--- config.mk ---
export PLATFORM = sky130hd
export DESIGN_NAME = ps2_rx
export DESIGN_NICKNAME = d
export VERILOG_FILES = /design/src/rtl/ps2_rx.sv
export SDC_FILE = /design/constraint.sdc
export NUM_CORES = 1
export LEC_CHECK = 0
export ABC_AREA = 1
export CORE_MARGIN = 1.5
export CORE_UTILIZATION = 52
export DETAILED_ROUTE_END_ITERATION = 8
export GPL_TIMING_DRIVEN = 0
export PLACE_DENSITY = 0.74
export SKIP_CTS_REPAIR_TIMING = 1
export SYNTH_ARGS = -nofsm -noshare
export SYNTH_HDL_FRONTEND = slang
export SYNTH_SLANG_ARGS = --single-unit
--- constraint.sdc ---
create_clock -name mclk25 -period 1.5 [get_ports mclk25]
set_input_delay 0.15 -clock mclk25 [delete_from_list [all_inputs] [get_ports mclk25]]
set_output_delay 0.15 -clock mclk25 [all_outputs]
set_load 0.05 [all_outputs]
--- src/rtl/ps2_rx.sv ---
// PS/2 device-to-host receiver: pin conditioning, 11-bit frame deserialiser and
// a data-available / read-acknowledge output queue.
// Build option: define PS2_FIFO_EN for a FIFO_DEPTH-entry circular buffer;
// otherwise a single holding register is used.
module ps2_rx #(
  parameter int unsigned FILTER_LEN  = 8,
  parameter int unsigned TIMEOUT_CYC = 5000,
  parameter int unsigned FIFO_DEPTH  = 4
) (
  input  logic       mclk25,
  input  logic       reset_in_n,
  input  logic       ps2_clk,
  input  logic       ps2_data,
  input  logic       do_read,
  output logic [7:0] scan_code,
  output logic       scan_dav,
  output logic       scan_err
);

  localparam int unsigned FiltW = $clog2(FILTER_LEN) + 1;
  localparam int unsigned TmoW  = $clog2(TIMEOUT_CYC);

  typedef enum logic [2:0] {StIdle, StData, StParity, StStop, StCheck} state_e;

  logic [1:0]       clk_sync_q, data_sync_q;
  logic             clk_filt_q;
  logic [FiltW-1:0] filt_cnt_q;
  logic             filt_flip, fall, data_s;

  state_e           state_q, state_d;
  logic [2:0]       bit_cnt_q, bit_cnt_d;
  logic [7:0]       shreg_q, shreg_d;
  logic             parity_q, parity_d;
  logic             stop_q, stop_d;
  logic [TmoW-1:0]  tmo_q, tmo_d;
  logic             push, frame_err, ovf, pop;
  logic             err_q;

  // Two-flop synchronisers; bit [1] is the synchronised level
  always_ff @(posedge mclk25) begin
    if (!reset_in_n) begin
      clk_sync_q  <= 2'b11;
      data_sync_q <= 2'b11;
    end else begin
      clk_sync_q  <= {clk_sync_q[0], ps2_clk};
      data_sync_q <= {data_sync_q[0], ps2_data};
    end
  end

  assign data_s    = data_sync_q[1];
  assign filt_flip = (clk_sync_q[1] != clk_filt_q) && (filt_cnt_q == FiltW'(FILTER_LEN - 1));
  assign fall      = filt_flip & clk_filt_q;

  // Clock deglitch: level must differ for FILTER_LEN samples before it is accepted
  always_ff @(posedge mclk25) begin
    if (!reset_in_n) begin
      clk_filt_q <= 1'b1;
      filt_cnt_q <= '0;
    end else if (clk_sync_q[1] == clk_filt_q) begin
      filt_cnt_q <= '0;
    end else if (filt_flip) begin
      clk_filt_q <= clk_sync_q[1];
      filt_cnt_q <= '0;
    end else begin
      filt_cnt_q <= filt_cnt_q + FiltW'(1);
    end
  end

  // Frame FSM state and datapath registers
  always_ff @(posedge mclk25) begin
    if (!reset_in_n) begin
      state_q   <= StIdle;
      bit_cnt_q <= '0;
      shreg_q   <= '0;
      parity_q  <= 1'b0;
      stop_q    <= 1'b0;
      tmo_q     <= '0;
    end else begin
      state_q   <= state_d;
      bit_cnt_q <= bit_cnt_d;
      shreg_q   <= shreg_d;
      parity_q  <= parity_d;
      stop_q    <= stop_d;
      tmo_q     <= tmo_d;
    end
  end

  // Frame FSM next state, push strobe and frame error strobe
  always_comb begin
    state_d   = state_q;
    bit_cnt_d = bit_cnt_q;
    shreg_d   = shreg_q;
    parity_d  = parity_q;
    stop_d    = stop_q;
    tmo_d     = tmo_q;
    push      = 1'b0;
    frame_err = 1'b0;
    unique case (state_q)
      StIdle: begin
        tmo_d = '0;
        if (fall) begin
          if (!data_s) begin
            state_d   = StData;
            bit_cnt_d = '0;
          end else begin
            frame_err = 1'b1;
          end
        end
      end
      StData, StParity, StStop: begin
        if (fall) begin
          tmo_d = '0;
          if (state_q == StData) begin
            shreg_d   = {data_s, shreg_q[7:1]};
            bit_cnt_d = bit_cnt_q + 3'd1;
            if (bit_cnt_q == 3'd7) state_d = StParity;
          end else if (state_q == StParity) begin
            parity_d = data_s;
            state_d  = StStop;
          end else begin
            stop_d  = data_s;
            state_d = StCheck;
          end
        end else if (tmo_q == TmoW'(TIMEOUT_CYC - 1)) begin
          // Device stalled mid-frame: abandon it
          frame_err = 1'b1;
          state_d   = StIdle;
          tmo_d     = '0;
          bit_cnt_d = '0;
        end else begin
          tmo_d = tmo_q + TmoW'(1);
        end
      end
      StCheck: begin
        state_d = StIdle;
        if ((^shreg_q ^ parity_q) && stop_q) push = 1'b1;
        else                                  frame_err = 1'b1;
      end
      default: state_d = StIdle;
    endcase
  end

`ifdef PS2_FIFO_EN
  localparam int unsigned Aw = $clog2(FIFO_DEPTH);

  logic [7:0] mem_q [FIFO_DEPTH];
  logic [Aw:0] wptr_q, rptr_q;
  logic        empty, full, wr;

  assign empty = (wptr_q == rptr_q);
  assign full  = (wptr_q[Aw] != rptr_q[Aw]) && (wptr_q[Aw-1:0] == rptr_q[Aw-1:0]);
  assign pop   = do_read & ~empty;
  // A pop frees the slot in the same cycle, so push on full+pop is accepted
  assign wr    = push & (~full | pop);
  assign ovf   = push & full & ~pop;

  // Circular buffer storage and pointers
  always_ff @(posedge mclk25) begin
    if (!reset_in_n) begin
      wptr_q <= '0;
      rptr_q <= '0;
      for (int i = 0; i < int'(FIFO_DEPTH); i++) mem_q[i] <= 8'h00;
    end else begin
      if (wr) begin
        mem_q[wptr_q[Aw-1:0]] <= shreg_q;
        wptr_q                <= wptr_q + 1'b1;
      end
      if (pop) rptr_q <= rptr_q + 1'b1;
    end
  end

  assign scan_code = mem_q[rptr_q[Aw-1:0]];
  assign scan_dav  = ~empty;
`else
  logic [7:0]  hold_q;
  logic        dav_q;
  logic [31:0] unused_fifo_depth;

  assign unused_fifo_depth = FIFO_DEPTH;
  assign pop = do_read & dav_q;
  assign ovf = push & dav_q & ~pop;

  // Single holding register: a push alongside a pop replaces the head
  always_ff @(posedge mclk25) begin
    if (!reset_in_n) begin
      hold_q <= 8'h00;
      dav_q  <= 1'b0;
    end else if (push && (!dav_q || pop)) begin
      hold_q <= shreg_q;
      dav_q  <= 1'b1;
    end else if (pop) begin
      dav_q  <= 1'b0;
    end
  end

  assign scan_code = hold_q;
  assign scan_dav  = dav_q;
`endif

  // Error pulse register; frame errors and overflow never share a cycle
  always_ff @(posedge mclk25) begin
    if (!reset_in_n) err_q <= 1'b0;
    else             err_q <= frame_err | ovf;
  end

  assign scan_err = err_q;

endmodule

==> summary.txt, run 1 <==
Finish
  • Register area: 990 um2
  • Layout cells sized above 1: 0.323
  • N_diodes: 0
  • Area occupied by multi-input gates: between 1000 and 1500 um2
  • Nets: 352
  • Post-route cell area: about 3000 um2
  • Syn-to-layout area delta: 30.1%
  • Non-filler instance count after layout: 396
  • Final core utilization: 0.701
  • Fillers: approximately 350

Floorplanning
  • CORE AREA: approximately 4300 um2
  • Die W: 70.0 um
  • Die footprint: 4890 um2
  • Rows: 24
  • Initial cell density of the core: 0.539
  • Top Ports: 15
  • Die Height: 70.0 um

GRT
  • Vias in the first global route: ~1800
  • Initial antenna violation count: 0
  • Global-route wire length before repair: about 8.0 mm
  • Global route overflow: 0
  • GRT Util Overall: 0.201
  • Largest net degree at the start of global routing: 14

Critical path
  • Ordered list of cells on the worst path: ha_4, nand2_2, nor2_2, inv_2, nor2_8, nor2_4, nand2_4, nand3_4, nor2_4, nand3_2, a21oi_2
  • Required @ worst endpoint: 1.74 ns
  • Crit Path Category: reg -> reg
  • Crit-path leading delay family: simple AND/OR/NAND/NOR gates
  • Critical path capture point type: register
  • CP arrival: 1.89 ns
  • Startpoint Class: register
  • Crit-path max FO: 4
  • Most used cell, CP: nor2_4
  • Slowest-stage cell, CP: dfxtp_2
  • CP bufs+invs: 1
  • Crit-path max cell delay: 0.36 ns

Timing
  • Endpoints failing setup: 28
  • Fin. max-slew vios: 0
  • Relative slew slack: 0.593
  • Setup WS post-layout: -0.151 ns
  • Hold_ws: 0.285 ns
  • Final hold violation count: 0
  • RSZ-0062 raised after global routing: true
  • FMAX: roughly 0.61 GHz
  • Period minus WS final: 1.65 ns
  • Least-Margin Pin Slew: 0.610 ns
  • Worst Skew: a little over 0.007 ns
  • Crit share post-route: 1.10

Power and ir drop
  • VDD IR max: 0.000554 V
  • Power Density: 699 nW/um2
  • Leak: approximately 1.3 nW

CTS
  • Root buffer cell: clkbuf_8
  • CTS tree: yes
  • Clock Latency Late Sink: 0.30 ns
  • Maximum root-to-sink buffer count: 2
  • H-tree level count: 2
  • CTS Buf Count: 5
  • Clk sinks: 48
  • Clk slew on worst S/H paths: 0.08 ns

Worst hold path
  • Hold Crit Class: in -> reg

Placed design
  • Post-DP HPWL: 3.28 mm
  • Placer Congestion: between 0.8 and 0.9
  • # placed instances: 380
  • Cell Area, Placed: 2530 um2
  • I/O Buffers: 13

Yosys
  • Synth unique cells: 36
  • Post-synthesis register bit count: 48
  • EDFF count, synth: 0
  • Sequential element share of the synthesized area: 0.412
  • Synthesized cell area: 2330 um2
  • Yosys warns: 0
  • Synth Net Count: roughly 320
  • Synth Area per Inst: 7.40 um2
  • Asr flop ratio synth: 0
  • Post-synthesis cell count: 315
  • Top_reg_cell synth: dfxtp_1

Routing
  • WL per Instance: 13.1 um
  • Metal3 WL: 231 um
  • Wire length on met1: 2.35 mm
  • Initial DRC Count: 130
  • Final WL: approximately 5.2 mm
  • Drt drc: 0
  • Vias: 2143
  • Post-DRT Antenna Nets: 0
  • Pre-Repair DR Iteration Count: 4
  • DR WL met2: 2.53 mm
  • Via density: 5.41
  • Highest routed metal layer: met4

Status
  • Run status: complete, but fails checks
  • Failing checks: negative setup slack

Job
  • Max cap viols: 0
-- metal layers --
metal  global-route usage  up-vias
met3               0.0433        6
met1                0.264     1000
met2                0.324       47
met5                    0        -
met4               0.0791        0
li1                     -     1090
-- worst reg2reg max path, delay by kind of cell, from the launching register on --
kind	cells	cell delay, ns
AND/OR/NAND/NOR	8	0.90
AO/OA/AOI/OAI	1	0.13
buffers and inverters	1	0.08
flip-flops	1	0.36
adder cells (fa/ha/maj)	1	0.14
-- Yosys cell counts (2+ instances only) --
master / n / area, um2
or2_2: 5 / 31.3
a21oi_1: 22 / 110
o21ai_0: 17 / 85.1
nor3_1: 4 / 20.0
a221oi_1: 5 / 43.8
nor2_2: 6 / 37.5
ha_1: 4 / 50.1
inv_1: 31 / 116
clkbuf_1: 4 / 15.0
o21ai_1: 7 / 35.0
inv_2: 4 / 15.0
dfxtp_1: 48 / 961
xor2_1: 4 / 35.0
nand4_1: 10 / 62.6
buf_2: 2 / 10.0
xnor2_1: 3 / 26.3
nor2_1: 42 / 158
nand2_1: 59 / 221
a211oi_1: 2 / 15.0
clkinv_1: 2 / 7.51
nor2_4: 5 / 56.3
nand3_1: 15 / 75.1
-- power breakdown --
group	leakage, nW	total (W)	internal [W]	switching [W]
Combinational	0.817	0.0000551	0.0000194	0.0000356
Sequential	0.396	0.00127	0.00127	0.00000361
Clock	0.0455	0.000791	0.000376	0.000415
Total	1.26	0.00212	0.00167	0.000454
-- path summary, 6_finish.rpt --
check,startpoint,to,slack [ns],cells past startpoint
max,filt_cnt_q[1]$_SDFF_PP0_,bit_cnt_q[2]$_SDFFE_PN0P_,-0.15,11
min,reset_in_n,bit_cnt_q[0]$_SDFFE_PN0P_,0.28,3
max reg2reg,filt_cnt_q[1]$_SDFF_PP0_,bit_cnt_q[2]$_SDFFE_PN0P_,-0.15,11
min reg2reg,data_sync_q[0]$_SDFF_PN1_,data_sync_q[1]$_SDFF_PN1_,0.42,1
-- final cells by class --
class / count / area share
multi-input cells: 222 / 0.480
plain buffers: 7 / 0.0103
repair buffers: 20 / 0.0738
flip-flops and latches: 48 / 0.326
clock buffers: 8 / 0.0297
repair inverters: 1 / 0.00371
inverters: 38 / 0.0545
well taps: 52 / 0.0215
-- cells by family (layout without fill, tap and decap cells) --
kind of cell,Yosys count,count (layout),share of synthesized area
DFF,48,48,0.412
and+or+nand+nor,155,155,0.331
buffers and inverters,45,74,0.0757
xor gates and xnor gates,7,7,0.0263
adders and majority gates,4,4,0.0215
AOI/OAI and AO/OA,56,56,0.133
-- flip-flops by register name, indices dropped and copies added (netlist names) --
register and count:
filt_cnt_q 4, data_sync_q 2, clk_sync_q 2, tmo_q 13, state_q 3, scan_code 8, scan_err 1, shreg_q 8
bit_cnt_q 3, clk_filt_q 1, scan_dav 1, stop_q 1, parity_q 1
-- cells in the final DEF, fill, tap and decap left out, types with 4 or more instances in the layout --
cell	count
or2_2	5
inv_2	8
nor2_1	33
inv_4	4
clkbuf_1	6
xor2_1	4
dfxtp_4	5
clkbuf_8	6
nand2_2	13
nand3_1	8
inv_1	23
buf_4	5
nand4_1	10
dfxtp_2	8
o21ai_1	7
nor2_2	12
nor3_1	4
nand2_4	6
nand2_1	42
nor2_4	8
a21oi_1	19
nand3_2	5
a221oi_1	4
nand3_4	4
o21ai_2	4
dfxtp_1	35
o21ai_0	13
dlymetal6s2s_1	10
-- per-stage QoR --
stage                     power (W)  setup TNS, ns  setup slack (ns)
after CTS                   0.00214          -3.74            -0.212
after global routing        0.00220          -4.85            -0.259
after floorplan             0.00134              0            0.0323
final                       0.00212          -1.38            -0.151
after global placement      0.00136          -2.74            -0.188
after detailed placement    0.00137          -3.08            -0.206
Power figures use the tool's default switching activity.
==> inputs of run 2 (changes only) <==
- ABC_AREA: 1 -> unset
- CORE_UTILIZATION: 52 -> 45
- PLACE_DENSITY: 0.74 -> unset
- clock period: 1.5 -> 1.6 ns (I/O delays scaled with it)
==> summary.txt, run 2 <==
Yosys
  • EDFF count, synth: 0 (unchanged)
  • Share of the synthesized area in the top cell type: 0.424 (+0.0121)
  • Leading area contributor after synthesis: dfxtp_1
  • Yosys warns: 0 (unchanged)
  • Most common cell in the synthesized netlist: dfxtp_1
  • Top cells by area, synth: dfxtp_1, mux2i_1, nand2_1
  • Synthesized cell area: 2260 um2 (-2.8%)
  • Sequential element share of the synthesized area: 0.424 (+0.0121)
  • Asr flop ratio synth: 0 (unchanged)
  • Post-synthesis cell count: 248 (-21%)
  • Synth Area per Inst: 9.13 um2 (+23%)
  • Synth Net Count: 257 (-21%)
  • Post-synth top cells: dfxtp_1, nand2_1, nor2_1
  • Post-synthesis register bit count: 48 (unchanged)
  • Top_reg_cell synth: dfxtp_1
  • Synth unique cells: 48 (+33%)

Critical path
  • Setup crit start: filt_cnt_q[0]$_SDFF_PP0_
  • Worst reg2reg path endpoint: bit_cnt_q[1]$_SDFFE_PN0P_
  • Crit Path Category: reg -> reg
  • CP arrival: 2.29 ns (+0.40 ns)
  • Slowest-stage cell, CP: or3b_4
  • Reg2Reg Depth: 7 (-4)
  • Required @ worst endpoint: 1.82 ns (+0.08 ns)
  • Crit path to: bit_cnt_q[1]$_SDFFE_PN0P_
  • Ordered list of cells on the worst path: ha_4, nand3b_1, or3b_4, o21a_1, a2111oi_4, buf_4, mux2i_1
  • Startpoint Class: register
  • Crit-path max cell delay: 0.45 ns (+0.09 ns)
  • Critical path capture point type: register
  • Crit-path max FO: 3 (-1)
  • RR Startpoint: filt_cnt_q[0]$_SDFF_PP0_
  • Register-to-register setup slack: -0.47 ns (-0.31 ns)

Finish
  • Largest Register: tmo_q
  • Most frequent cells in the layout: nand2_1, dfxtp_1, nor2_1
  • Commonest non-fill, non-tap cell in the layout: nand2_1
  • Nets: 287 (-18%)
  • Layout cells sized above 1: 0.248 (-0.0745)
  • Syn-to-layout area delta: 25.5%
  • Max FFs per register: 13 (unchanged)
  • Post-route cell area: 2840 um2 (-6.3%)
  • Register area: 985 um2 (-0.51%)
  • Fillers: 448 (+29%)
  • N_diodes: 0 (unchanged)
  • Final core utilization: 0.594 (-0.107)
  • Area occupied by multi-input gates: 1340 um2 (-8.2%)

Floorplanning
  • Rows: 25 (+4.2%)
  • Top Ports: 15 (unchanged)
  • Die W: 73.9 um (+5.7%)
  • CORE AREA: 4790 um2 (+11%)
  • Initial cell density of the core: 0.473 (-0.0659)
  • Die footprint: 5470 um2 (+12%)
  • Die Height: 73.9 um (+5.7%)

Routing
  • Initial DRC Count: 86 (-34%)
  • Via density: 5.46 (+0.86%)
  • Pre-Repair DR Iteration Count: 4 (unchanged)
  • Final WL: 4.73 mm (-8.8%)
  • Drt drc: 0 (unchanged)
  • Post-DRT Antenna Nets: 0 (unchanged)
  • WL per Instance: 13.7 um (+4.7%)
  • Vias: 1883 (-12%)

Timing
  • Crit share post-route: 1.29 (+0.191)
  • Endpoints failing setup: 37 (+32%)
  • Final hold violation count: 0 (unchanged)
  • FMAX: 0.484 GHz (-20%)
  • Period minus WS final: 2.07 ns (+0.415 ns)
  • Hold_ws: 0.202 ns (-0.0822 ns)
  • Setup WS post-layout: -0.466 ns (-0.315 ns)
  • Least-Margin Pin Slew: 0.590 ns (-0.0203 ns)
  • Worst Skew: 0.00750 ns (+0.000274 ns)
  • Fin. max-slew vios: 0 (unchanged)
  • Relative slew slack: 0.605 (+0.0121)
  • RSZ-0062 raised after global routing: true

CTS
  • Maximum root-to-sink buffer count: 2 (unchanged)
  • H-tree level count: 2 (unchanged)
  • CTS tree: yes
  • Root buffer cell: clkbuf_8
  • CTS Buf Count: 5 (unchanged)
  • Clk sinks: 48 (unchanged)
  • Clk slew on worst S/H paths: 0.08 ns (about the same)
  • Clock Latency Late Sink: 0.30 ns (about the same)

Placed design
  • Post-DP HPWL: 3.25 mm (-0.95%)
  • I/O Buffers: 13 (unchanged)
  • Placer Congestion: 0.830 (+0.24%)
  • Cell Area, Placed: 2570 um2 (+1.9%)

Status
  • Run status: complete, but fails checks
  • Failing checks: negative setup slack

Power and ir drop
  • Leak: 1.15 nW (-8.4%)
  • Power Density: 676 nW/um2 (-3.3%)
  • VDD IR max: 0.000469 V (-15%)

GRT
  • Vias in the first global route: 1660 (-9.7%)
  • Global route overflow: 0 (unchanged)
  • Global-route wire length before repair: 7.55 mm (-5.8%)
  • Largest net degree at the start of global routing: 14 (unchanged)
  • Initial antenna violation count: 0 (unchanged)
  • GRT Util Overall: 0.180 (-0.0207)

Worst hold path
  • Hold Crit Class: in -> reg

Job
  • Max cap viols: 0 (unchanged)
[run 2: kinds of logic (layout without fill, tap and decap cells)]
family,Yosys count,after routing,synth area share
flops,48,48,0.424
fa+ha+maj,4,4,0.0221
buf+inv,17,47,0.0354
simple gates,117,117,0.271
compound gates,37,37,0.123
xor+xnor,9,9,0.0536
mux,16,16,0.0707
[run 2: worst min path at each step]
stage | start | endpoint | slack (ns) | cells past startpoint
final | reset_in_n | clk_sync_q[1]$_SDFF_PN1_ | 0.20 | 2
after global routing | reset_in_n | clk_sync_q[1]$_SDFF_PN1_ | 0.22 | 2
after CTS | reset_in_n | clk_sync_q[1]$_SDFF_PN1_ | 0.21 | 2
after detailed placement | clk_sync_q[0]$_SDFF_PN1_ | clk_sync_q[1]$_SDFF_PN1_ | 0.40 | 1
after global placement | clk_sync_q[0]$_SDFF_PN1_ | clk_sync_q[1]$_SDFF_PN1_ | 0.39 | 1
after floorplan | ps2_clk | clk_sync_q[0]$_SDFF_PN1_ | 0.26 | 1
[run 2: report_power, final]
group | total [W] | switching [W] | internal [W]
Clock | 0.000677 | 0.000379 | 0.000298
Combinational | 0.0000441 | 0.0000272 | 0.0000169
Sequential | 0.00120 | 0.00000494 | 0.00120
[run 2: worst max-delay path, delay by kind of cell, from the launching register on]
| kind | cells | cell delay, ns |
|---|---|---|
| multiplexers | 1 | 0.17 |
| AND/OR/NAND/NOR | 2 | 0.62 |
| buffers and inverters | 1 | 0.19 |
| adder cells (fa/ha/maj) | 1 | 0.13 |
| flip-flops | 1 | 0.37 |
| AO/OA/AOI/OAI | 2 | 0.52 |
[run 2: metal layers]
metal / share of wire / global-route usage / vias up
met2: 0.51 / 0.305 / 30
li1: - / - / 947
met1: 0.45 / 0.219 / 897
met3: 0.028 / 0.0393 / 9
met5: 0 / 0 / -
met4: 0.016 / 0.0823 / 0
[run 2: area by class of cell]
| type | instances | area share |
|---|---|---|
| Multi-Input combinational cell | 183 | 0.471 |
| Tap cell | 67 | 0.0295 |
| Buffer | 11 | 0.0295 |
| Timing Repair Buffer | 25 | 0.0915 |
| Sequential cell | 48 | 0.346 |
| Inverter | 4 | 0.00528 |
| Clock inverter | 1 | 0.00176 |
| Clock buffer | 6 | 0.0255 |
[run 2: per-stage QoR]
stage	cells	TNS, ns	worst slack, ns	total power [W]
6_report	345	-9.71	-0.466	0.00192
5_1_grt	345	-13.46	-0.553	0.00200
4_1_cts	335	-14.67	-0.624	0.00196
3_5_place_dp	328	-13.74	-0.594	0.00128
3_3_place_gp	328	-12.79	-0.569	0.00128
2_1_floorplan	248	-6.27	-0.407	0.00126
==> inputs of run 3 (changes only) <==
- SETUP_SLACK_MARGIN: unset -> 0.4
==> summary.txt, run 3 (synthesized netlist as in run 2, its figures left out) <==
Finish
  • Layout cells sized above 1: 0.338 (+0.0898)
  • Nets: 292 (+1.7%)
  • Most frequent cells in the layout: dfxtp_1, nand2_1, nor2_1
  • Max FFs per register: 13 (unchanged)
  • N_diodes: 0 (unchanged)
  • Final core utilization: 0.607 (+0.0133)
  • Commonest non-fill, non-tap cell in the layout: dfxtp_1
  • Largest Register: tmo_q
  • Syn-to-layout area delta: 28.3%

Routing
  • Drt drc: 0 (unchanged)
  • Vias: 1898 (+0.80%)
  • Initial DRC Count: 142 (+65%)
  • Via density: 5.41 (-0.93%)
  • Pre-Repair DR Iteration Count: 4 (unchanged)
  • WL per Instance: 14.5 um (+5.5%)
  • Post-DRT Antenna Nets: 0 (unchanged)
  • Final WL: 5.07 mm (+7.3%)

Timing
  • RSZ-0062 raised after global routing: true
  • Period minus WS final: 2.15 ns (+0.0812 ns)
  • Crit share post-route: 1.34 (+0.0508)
  • Relative slew slack: 0.518 (-0.0867)
  • Endpoints failing setup: 38 (+2.7%)
  • Setup WS post-layout: -0.547 ns (-0.0812 ns)
  • Fin. max-slew vios: 0 (unchanged)
  • Least-Margin Pin Slew: 0.720 ns (+0.130 ns)
  • FMAX: 0.466 GHz (-3.8%)
  • Final hold violation count: 0 (unchanged)
  • Worst Skew: 0.00872 ns (+0.00122 ns)

GRT
  • Met3 Resource Use GR: 0.0407 (+0.00136)
  • Initial antenna violation count: 0 (unchanged)
  • Busiest metal layer after global routing: met2
  • GR Util met1: 0.241 (+0.0217)
  • GRT Util Overall: 0.178 (-0.00268)
  • Vias in the first global route: 1578 (-4.9%)
  • Global-route wire length before repair: 7.43 mm (-1.6%)
  • Largest net degree at the start of global routing: 16 (+2)
  • Global route overflow: 0 (unchanged)
  • GRT met2 Usage: 0.280 (-0.0248)

Power and ir drop
  • Power Density: 678 nW/um2 (+0.38%)
  • Switching power total: 0.000451 W (+9.7%)
  • Leak: 1.04 nW (-9.6%)
  • Sw Share: 0.229 (+0.0148)
  • Sequential Power Share: 0.611 (-0.014)
  • Pint: 0.00152 W (+0.71%)
  • VDD IR max: 0.000421 V (-10%)
  • Clock power share: 0.365 (+0.013)
  • Gate power share: 0.024 (about the same)

CTS
  • Root buffer cell: clkbuf_8
  • H-tree level count: 2 (unchanged)
  • Clk sinks: 48 (unchanged)
  • CTS tree: yes
  • Clock Latency Late Sink: 0.31 ns (about the same)
  • Maximum root-to-sink buffer count: 2 (unchanged)
  • CTS Buf Count: 5 (unchanged)
  • Clk slew on worst S/H paths: 0.09 ns (about the same)

Floorplanning
  • CORE AREA: 4790 um2 (unchanged)
  • Die W: 73.9 um (unchanged)
  • Top Ports: 15 (unchanged)
  • Rows: 25 (unchanged)
  • Die Height: 73.9 um (unchanged)
  • Die footprint: 5470 um2 (unchanged)
  • Initial cell density of the core: 0.473 (unchanged)

Placed design
  • DP Worst Slack: -0.575 ns (+0.0193 ns)
  • Placer Congestion: 0.774 (-6.8%)
  • I/O Buffers: 13 (unchanged)
  • Post-DP HPWL: 3.26 mm (+0.29%)

Status
  • Run status: complete, but fails checks
  • Failing checks: negative setup slack

Critical path
  • Required @ worst endpoint: 1.84 ns (+0.02 ns)
  • Critical path capture point type: register
  • Startpoint Class: register
  • Crit Path Category: reg -> reg
  • CP arrival: 2.38 ns (+0.09 ns)
  • Crit-path max FO: 4 (+1)

Job
  • Max cap viols: 0 (unchanged)

Worst hold path
  • Hold Crit Class: in -> reg
run 3: cell count changes in the layout (fill, tap and decap cells not counted), moves of 7 or more:
cell	before	now
clkbuf_2	2	11
nand3_1	18	10
o21ai_2	0	8
nand3_2	0	8
dlymetal6s2s_1	10	0
o21ai_1	10	3
run 3: critical path, stage by stage (launching register included):
cell	delay, ns
dfxtp_2	0.35
or4b_4	0.54
nor4_4	0.39
nor2_2	0.11
a2111oi_4	0.46
mux2i_1	0.23
run 3: layout make-up:
class                           instances  area (um2)
Buffer                                 13         105
Clock buffer                            5        68.8
Clock inverter                          3        18.8
Fill cell                             438        1880
Inverter                                4        15.0
Multi-Input combinational cell        184        1410
Sequential cell                        48         973
Tap cell                               67        83.8
Timing Repair Buffer                   27         231
run 3: metal layers:
metal	share of wire	up-vias
met5	0	-
met4	0.0089	0
met2	0.48	30
li1	-	955
met1	0.48	908
met3	0.025	5
run 3: metrics by stage:
step / total power (W) / std cells / setup TNS, ns / instance area, um2 / hold WS [ns]
floorplan: 0.00126 / 248 / -6.27 / 2370 / 0.261
global placement: 0.00128 / 328 / -13.85 / 2580 / 0.400
detailed placement: 0.00128 / 328 / -13.77 / 2580 / 0.406
CTS: 0.00200 / 336 / -14.69 / 2670 / 0.147
global route: 0.00206 / 351 / -14.84 / 2910 / 0.175
finish: 0.00197 / 351 / -11.72 / 2910 / 0.151
run 3: path summary, 6_finish.rpt:
check        slack [ns]                         to  cells past startpoint                       from
max               -0.55  bit_cnt_q[1]$_SDFFE_PN0P_                      5     tmo_q[11]$_SDFFE_PN0P_
min                0.15   clk_sync_q[0]$_SDFF_PN1_                      2                 reset_in_n
max reg2reg       -0.55  bit_cnt_q[1]$_SDFFE_PN0P_                      5     tmo_q[11]$_SDFFE_PN0P_
min reg2reg        0.43  data_sync_q[1]$_SDFF_PN1_                      1  data_sync_q[0]$_SDFF_PN1_
run 3: power by group through the flow:
stage,Combinational (W),Sequential [W],Clock [W]
floorplan,0.0000276,0.00123,0
detailed placement,0.0000458,0.00123,0
CTS,0.0000462,0.00120,0.000748
global placement,0.0000459,0.00123,0
global route,0.0000523,0.00121,0.000800
finish,0.0000472,0.00120,0.000720
